[config.mk]
export PLATFORM = sky130hd
export DESIGN_NAME = jtag_tap_controller_flat
export DESIGN_NICKNAME = d
export VERILOG_FILES = /design/src/rtl/jtag_pkg.sv /design/src/rtl/jtag_tap_controller_if.sv /design/src/rtl/jtag_tap_fsm.sv /design/src/rtl/jtag_tap_controller.sv /design/src/flat_wrapper.sv
export SDC_FILE = /design/constraint.sdc
export NUM_CORES = 1
export LEC_CHECK = 0
export ABC_AREA = 1
export CAP_MARGIN = 0
export CORE_ASPECT_RATIO = 1.2
export CORE_MARGIN = 8
export CORE_UTILIZATION = 45
export DETAILED_ROUTE_END_ITERATION = 8
export DONT_BUFFER_PORTS = 1
export PLACE_DENSITY_LB_ADDON = 0.2
export SLEW_MARGIN = 20
export SYNTH_ARGS = -nofsm -noshare
export SYNTH_HDL_FRONTEND = slang
export SYNTH_SLANG_ARGS = --single-unit
[constraint.sdc]
create_clock -name tck -period 2.24 [get_ports tck]
set_input_delay 0.336 -clock tck [delete_from_list [all_inputs] [get_ports tck]]
set_output_delay 0.336 -clock tck [all_outputs]
set_load 0.005 [all_outputs]
[src/rtl/jtag_pkg.sv]
// Shared TAP definitions: state encoding, opcodes, boundary-scan control bit map.
package jtag_pkg;

    localparam int unsigned STATE_W    = 4;
    localparam int unsigned OPCODE_W   = 4;
    localparam int unsigned BSR_CTRL_W = 4;

    typedef enum logic [STATE_W-1:0] {
        ST_TLR    = 4'hF,
        ST_RTI    = 4'hC,
        ST_SEL_DR = 4'h7,
        ST_CAP_DR = 4'h6,
        ST_SH_DR  = 4'h2,
        ST_EX1_DR = 4'h1,
        ST_PA_DR  = 4'h3,
        ST_EX2_DR = 4'h0,
        ST_UP_DR  = 4'h5,
        ST_SEL_IR = 4'h4,
        ST_CAP_IR = 4'hE,
        ST_SH_IR  = 4'hA,
        ST_EX1_IR = 4'h9,
        ST_PA_IR  = 4'hB,
        ST_EX2_IR = 4'h8,
        ST_UP_IR  = 4'hD
    } tap_state_e;

    localparam logic [OPCODE_W-1:0] OP_EXTEST  = 4'b0000;
    localparam logic [OPCODE_W-1:0] OP_SAMPLE  = 4'b0001;
    localparam logic [OPCODE_W-1:0] OP_IDCODE  = 4'b0010;
    localparam logic [OPCODE_W-1:0] OP_BYPASS  = 4'b1111;
    localparam logic [OPCODE_W-1:0] IR_CAPTURE = 4'b0101;

    localparam int unsigned BSR_CAPTURE = 0;
    localparam int unsigned BSR_SHIFT   = 1;
    localparam int unsigned BSR_UPDATE  = 2;
    localparam int unsigned BSR_MODE    = 3;

endpackage

[src/rtl/jtag_tap_controller_if.sv]
// JTAG pin-side bundle plus the boundary-scan chain hookup.
interface jtag_tap_controller_if #(
    parameter int unsigned IR_WIDTH = 4
);
    logic                tms;
    logic                tdi;
    logic                bsr_tdo;
    logic                tdo;
    logic                tdo_en;
    logic [3:0]          bsr_control;
    logic [3:0]          tap_state;
    logic [IR_WIDTH-1:0] ir_value;

    modport master (
        output tms, tdi, bsr_tdo,
        input  tdo, tdo_en, bsr_control, tap_state, ir_value
    );

    modport slave (
        input  tms, tdi, bsr_tdo,
        output tdo, tdo_en, bsr_control, tap_state, ir_value
    );
endinterface

[src/rtl/jtag_tap_fsm.sv]
// 16-state 1149.1 TAP state machine; next state depends on tms only.
module jtag_tap_fsm
    import jtag_pkg::*;
(
    input  logic       tck,
    input  logic       reset,
    input  logic       tms,
    output tap_state_e state,
    output tap_state_e next_state_c
);

    // State register; reset overrides tms
    always_ff @(posedge tck) begin
        if (reset) state <= ST_TLR;
        else       state <= next_state_c;
    end

    // TAP transition graph
    always_comb begin
        next_state_c = state;
        case (state)
            ST_TLR:    next_state_c = tms ? ST_TLR    : ST_RTI;
            ST_RTI:    next_state_c = tms ? ST_SEL_DR : ST_RTI;
            ST_SEL_DR: next_state_c = tms ? ST_SEL_IR : ST_CAP_DR;
            ST_CAP_DR: next_state_c = tms ? ST_EX1_DR : ST_SH_DR;
            ST_SH_DR:  next_state_c = tms ? ST_EX1_DR : ST_SH_DR;
            ST_EX1_DR: next_state_c = tms ? ST_UP_DR  : ST_PA_DR;
            ST_PA_DR:  next_state_c = tms ? ST_EX2_DR : ST_PA_DR;
            ST_EX2_DR: next_state_c = tms ? ST_UP_DR  : ST_SH_DR;
            ST_UP_DR:  next_state_c = tms ? ST_SEL_DR : ST_RTI;
            ST_SEL_IR: next_state_c = tms ? ST_TLR    : ST_CAP_IR;
            ST_CAP_IR: next_state_c = tms ? ST_EX1_IR : ST_SH_IR;
            ST_SH_IR:  next_state_c = tms ? ST_EX1_IR : ST_SH_IR;
            ST_EX1_IR: next_state_c = tms ? ST_UP_IR  : ST_PA_IR;
            ST_PA_IR:  next_state_c = tms ? ST_EX2_IR : ST_PA_IR;
            ST_EX2_IR: next_state_c = tms ? ST_UP_IR  : ST_SH_IR;
            ST_UP_IR:  next_state_c = tms ? ST_SEL_DR : ST_RTI;
            default:   next_state_c = ST_TLR;
        endcase
    end

endmodule

[src/rtl/jtag_tap_controller.sv]
// TAP controller: instruction register, BYPASS/IDCODE registers, BSR control and TDO mux.
module jtag_tap_controller
    import jtag_pkg::*;
#(
    parameter int unsigned IR_WIDTH     = 4,
    parameter logic [31:0] IDCODE_VALUE = 32'h1500_1687
)(
    input  logic                   tck,
    input  logic                   reset,
    jtag_tap_controller_if.slave   bus
);

    localparam logic [IR_WIDTH-1:0] IR_EXTEST  = IR_WIDTH'(OP_EXTEST);
    localparam logic [IR_WIDTH-1:0] IR_SAMPLE  = IR_WIDTH'(OP_SAMPLE);
    localparam logic [IR_WIDTH-1:0] IR_IDCODE  = IR_WIDTH'(OP_IDCODE);
    localparam logic [IR_WIDTH-1:0] IR_CAP_VAL = IR_WIDTH'(IR_CAPTURE);

    tap_state_e          state;
    tap_state_e          next_state_c;
    logic [IR_WIDTH-1:0] ir_shift;
    logic [IR_WIDTH-1:0] ir_value;
    logic                bypass_reg;
    logic [31:0]         idcode_reg;

    logic                enter_tlr_c;
    logic                sel_bsr_c;
    logic                sel_extest_c;
    logic                sel_idcode_c;
    logic                sel_bypass_c;
    logic                tdo_c;
    logic                tdo_en_c;
    logic [BSR_CTRL_W-1:0] bsr_control_c;

    jtag_tap_fsm u_fsm (
        .tck          (tck),
        .reset        (reset),
        .tms          (bus.tms),
        .state        (state),
        .next_state_c (next_state_c)
    );

    // Instruction decode; unknown opcodes fall back to BYPASS
    always_comb begin
        enter_tlr_c  = reset || (next_state_c == ST_TLR);
        sel_extest_c = (ir_value == IR_EXTEST);
        sel_bsr_c    = sel_extest_c || (ir_value == IR_SAMPLE);
        sel_idcode_c = (ir_value == IR_IDCODE);
        sel_bypass_c = !sel_bsr_c && !sel_idcode_c;
    end

    // IR shift/update path; entering TLR restores IDCODE and the capture pattern
    always_ff @(posedge tck) begin
        if (enter_tlr_c) begin
            ir_shift <= IR_CAP_VAL;
            ir_value <= IR_IDCODE;
        end else begin
            case (state)
                ST_CAP_IR: ir_shift <= IR_CAP_VAL;
                ST_SH_IR:  ir_shift <= {bus.tdi, ir_shift[IR_WIDTH-1:1]};
                ST_UP_IR:  ir_value <= ir_shift;
                default:   ;
            endcase
        end
    end

    // BYPASS and IDCODE data registers
    always_ff @(posedge tck) begin
        if (reset) begin
            bypass_reg <= 1'b0;
            idcode_reg <= IDCODE_VALUE;
        end else if (state == ST_CAP_DR) begin
            if (sel_bypass_c) bypass_reg <= 1'b0;
            if (sel_idcode_c) idcode_reg <= IDCODE_VALUE;
        end else if (state == ST_SH_DR) begin
            if (sel_bypass_c) bypass_reg <= bus.tdi;
            if (sel_idcode_c) idcode_reg <= {bus.tdi, idcode_reg[31:1]};
        end
    end

    // Output decode from registered state and active instruction only
    always_comb begin
        tdo_c         = 1'b0;
        tdo_en_c      = 1'b0;
        bsr_control_c = '0;

        bsr_control_c[BSR_MODE]    = sel_extest_c;
        bsr_control_c[BSR_CAPTURE] = sel_bsr_c && (state == ST_CAP_DR);
        bsr_control_c[BSR_SHIFT]   = sel_bsr_c && (state == ST_SH_DR);
        bsr_control_c[BSR_UPDATE]  = sel_bsr_c && (state == ST_UP_DR);

        if (state == ST_SH_IR) begin
            tdo_en_c = 1'b1;
            tdo_c    = ir_shift[0];
        end else if (state == ST_SH_DR) begin
            tdo_en_c = 1'b1;
            if (sel_bsr_c)         tdo_c = bus.bsr_tdo;
            else if (sel_idcode_c) tdo_c = idcode_reg[0];
            else                   tdo_c = bypass_reg;
        end
    end

    assign bus.tdo         = tdo_c;
    assign bus.tdo_en      = tdo_en_c;
    assign bus.bsr_control = bsr_control_c;
    assign bus.tap_state   = 4'(state);
    assign bus.ir_value    = ir_value;

endmodule

[src/flat_wrapper.sv]
// flat-port wrapper written by rule: the top's interface ports become plain ports
module jtag_tap_controller_flat import jtag_pkg::*;
#(
    parameter int unsigned IR_WIDTH     = 4,
    parameter logic [31:0] IDCODE_VALUE = 32'h1500_1687
)
  (tck, reset, bus_tms, bus_tdi, bus_bsr_tdo, bus_tdo, bus_tdo_en, bus_bsr_control, bus_tap_state, bus_ir_value);
  jtag_tap_controller_if #(.IR_WIDTH(IR_WIDTH)) bus_i ();
  input  logic tck;
  input  logic reset;
  input wire logic [$bits(bus_i.tms)-1:0] bus_tms;
  input wire logic [$bits(bus_i.tdi)-1:0] bus_tdi;
  input wire logic [$bits(bus_i.bsr_tdo)-1:0] bus_bsr_tdo;
  output wire logic [$bits(bus_i.tdo)-1:0] bus_tdo;
  output wire logic [$bits(bus_i.tdo_en)-1:0] bus_tdo_en;
  output wire logic [$bits(bus_i.bsr_control)-1:0] bus_bsr_control;
  output wire logic [$bits(bus_i.tap_state)-1:0] bus_tap_state;
  output wire logic [$bits(bus_i.ir_value)-1:0] bus_ir_value;
  assign bus_i.tms = bus_tms;
  assign bus_i.tdi = bus_tdi;
  assign bus_i.bsr_tdo = bus_bsr_tdo;
  assign bus_tdo = bus_i.tdo;
  assign bus_tdo_en = bus_i.tdo_en;
  assign bus_bsr_control = bus_i.bsr_control;
  assign bus_tap_state = bus_i.tap_state;
  assign bus_ir_value = bus_i.ir_value;
  jtag_tap_controller #(.IR_WIDTH(IR_WIDTH), .IDCODE_VALUE(IDCODE_VALUE)) u_core (.tck(tck), .reset(reset), .bus(bus_i));
endmodule
==> impl_summary.txt <==
----------------------------------------------------
[Clocking]
  Post-CTS Resized ... 0
  Clock latency reported for the late side of the worst-skew pair ... around 300 ps
  H-Tree Level Count ... 2
  Clock tree from TritonCTS ... done
  Buffer count from post-CTS setup fixing ... 0
  Num Clock Sinks ... 45
  Register clock-pin slew on the reported worst setup and hold paths ... 90 ps
  Hold_buf cts ... 0
  Number of CTS-inserted buffers ... 5
  Buffer levels on the longest clock path ... 2
  Master cell of the clock root buffer ... clkbuf_8

[Synthesis]
  Biggest area contributors in the synthesized netlist ... dfxtp_1, a21oi_1, nand2_1, nor2_1, nor3_1
  Post-synthesis average cell area ... 7.35 um^2
  Cell area after technology mapping ... 1930 um^2
  Biggest area consumer among synthesized cells ... dfxtp_1
  Proportion of synthesized chip area in sequential cells ... 46.6%
  Post-synthesis cell type count ... 23
  Post-synthesis net count ... 268
  Fraction of post-synthesis cell area in the top cell type by area ... 46.6%
  Number of register bits inferred by synthesis ... 45
  Yosys warning total ... 0
  Mapped Cells ... 263

[Floorplanning]
  Vert. Die Dim ... 87.8 um
  Core box area ... 4200 um^2
  Ports placed on the boundary ... 19
  Chip width ... 75.8 um
  Effective utilization at floorplan ... 46.1%
  Core Rows ... 26
  Die area ... 6660 um^2

[Setup path]
  Cells along the critical path ... inv_2, nor2_4, nand2_1, o22ai_1
  Category of the worst setup path launch point ... flop
  Crit path largest cell delay ... 540 ps
  Critical path type ... flop to output pin
  Arrival time at the worst endpoint ... between 1500 and 2000 ps
  Highest-delay cell along the critical path ... dfxtp_1
  Required time of the critical path ... 1900 ps
  Kind of capture point of the worst setup path ... output pin
  Max Fanout on Critical Path ... 8

[Finish]
  Fraction of final layout cells sized beyond drive strength 1 ... approximately 11%
  Final design area excluding fillers ... 2030 um^2
  Final design utilization ... around half
  Flip-flop count of the largest register, all copies and words added ... 32
  Area Overhead vs Synth ... 5.05%
  Fillers ... 423
  Number of antenna diodes ... 0
  Count of nets after finishing ... 262

[STA]
  Period utilization ... 82.3%
  Total Negative Setup Slacks ... 0 ps
  Worst clock skew ... ~11 ps
  Number of failing setup endpoints in the final timing report ... 0
  Slew HR ... 68.7%
  Hold violation count in the final report ... 0
  Number of slew-limit violations in the final report ... 0
  F_max ... 543 MHz
  Worst Tran Pin Value ... 468 ps
  Setup repair after global routing missed its margin ... false
  Minimum clock period ... 1840 ps

[Global route]
  Aggregate global-route resource usage ... 12.9%
  Initial antenna violation count ... 0
  First-pass GRT wire length ... ~6700 um
  Total congestion overflow ... 0
  Largest net degree at the start of global routing ... 35
  Vias in the first global route ... between 1.5k and 2k

[Routing]
  Initial drt markers ... 86
  Post-detailed-route via-to-cell ratio ... 5.24
  WL/cell ... about 13 um
  Drt first pass iters ... 4
  Antenna-violating nets left ... 0
  Detailed-route via count ... 1646
  Drt total wl ... 3980 um
  DRC violations left ... 0

[Place]
  Placer Congestion ... a little over 0.8
  Dpl cell area ... 1930 um^2
  Half-perimeter wire length of the detailed placement result ... approximately 2700 um
  Buffers on Ports ... 0

[Pwr]
  Maximum vdd ir drop ... 0.445 mV
  Power density relative to cell area ... around 1200 nW/um^2
  Leakage ... 0.804 nW
  Total power draw ... roughly 0.0024 W

[Min path]
  Hold Path Class ... input pin to flop

[Status]
  Run status ... finished clean

[Flow run]
  Max-cap check violation count ... 0

----------------------------------------------------
## worst max-delay path: cells and delay by family, from the launching register on
kind	cells	cell delay, ps
buf+inv	1	140
flops	1	540
simple gates	2	300
compound gates	1	230
## logic make-up after synthesis
logic type             share of synthesized area (%)
AND/OR/NAND/NOR                                 27.1
buffers and inverters                           9.00
flip-flops                                      46.6
AO/OA/AOI/OAI                                   17.3
## path summary, 6_finish.rpt
path | startpoint | end | slack (ps) | depth (start not counted)
min reg2reg | u_core.idcode_reg[2]$_SDFFE_PP1P_ | u_core.idcode_reg[2]$_SDFFE_PP1P_ | 450 | 2
max reg2reg | u_core.u_fsm.state[1]$_SDFF_PP1_ | u_core.idcode_reg[22]$_SDFFE_PP0P_ | 680 | 6
min | reset | u_core.idcode_reg[18]$_SDFFE_PP0P_ | 100 | 1
max | u_core.u_fsm.state[3]$_SDFF_PP1_ | bus_tdo | 400 | 4
## layout make-up
type                    instances  area, um^2  area share [%]
clock buffers                   6        82.6            4.07
repair buffers                  3        22.5            1.11
well taps                      56        70.1            3.45
multi-input cells             180         858            42.3
flip-flops and latches         45         901            44.4
inverters                      22        82.6            4.07
clock inverters                 2        13.8           0.678
## where the power goes
| part | internal (W) | switching, W | leakage, nW | total, W |
|---|---|---|---|---|
| registers | 0.000953 | 0.000129 | 0.366 | 0.00108 |
| logic | 0.000265 | 0.000579 | 0.387 | 0.000844 |
| clock network | 0.000250 | 0.000269 | 0.0512 | 0.000519 |
## stage by stage
step	instances	setup slack, ps	hold slack, ps
after floorplan	263	904	424
after global placement	306	743	411
after detailed placement	306	694	412
after CTS	314	387	85.9
after global routing	314	237	77.4
final	314	397	96.0
## placed cells by master, fill, tap and decap left out, drive strengths merged
cell    Yosys  layout
buf         9       3
nand2      48      48
a31oi       1       1
nor4        1       1
nand3       4       4
o21ai      17      17
nand4       1       1
a21oi      42      42
inv        22      22
nor2       39      39
clkbuf      7       6
dfxtp      45      45
nor3       22      22
o22ai       4       4
o211ai      1       1
clkinv      0       2
## Yosys cell counts
master    count
nand3_1       4
o22ai_1       4
buf_2         4
nand2_2       5
nor4_1        1
a21oi_1      42
o211ai_1      1
nand2_1      43
inv_2         4
buf_4         1
o21ai_0      17
nor2_2        4
nor2_1       32
inv_1        18
clkbuf_1      7
nor3_1       20
dfxtp_1      45
buf_6         3
nor3_2        2
a31oi_1       1
buf_1         1
nand4_1       1
nor2_4        3
## metal layers
metal | wire length [um] | track usage (%) | share of wire [%]
met5 | 0 | 0 | 0
met3 | 325 | 4.58 | 8.2
met2 | 1790 | 20.4 | 45
met1 | 1780 | 14.8 | 45
met4 | 88 | 6.48 | 2.2
(Power assumes the default switching activity.)
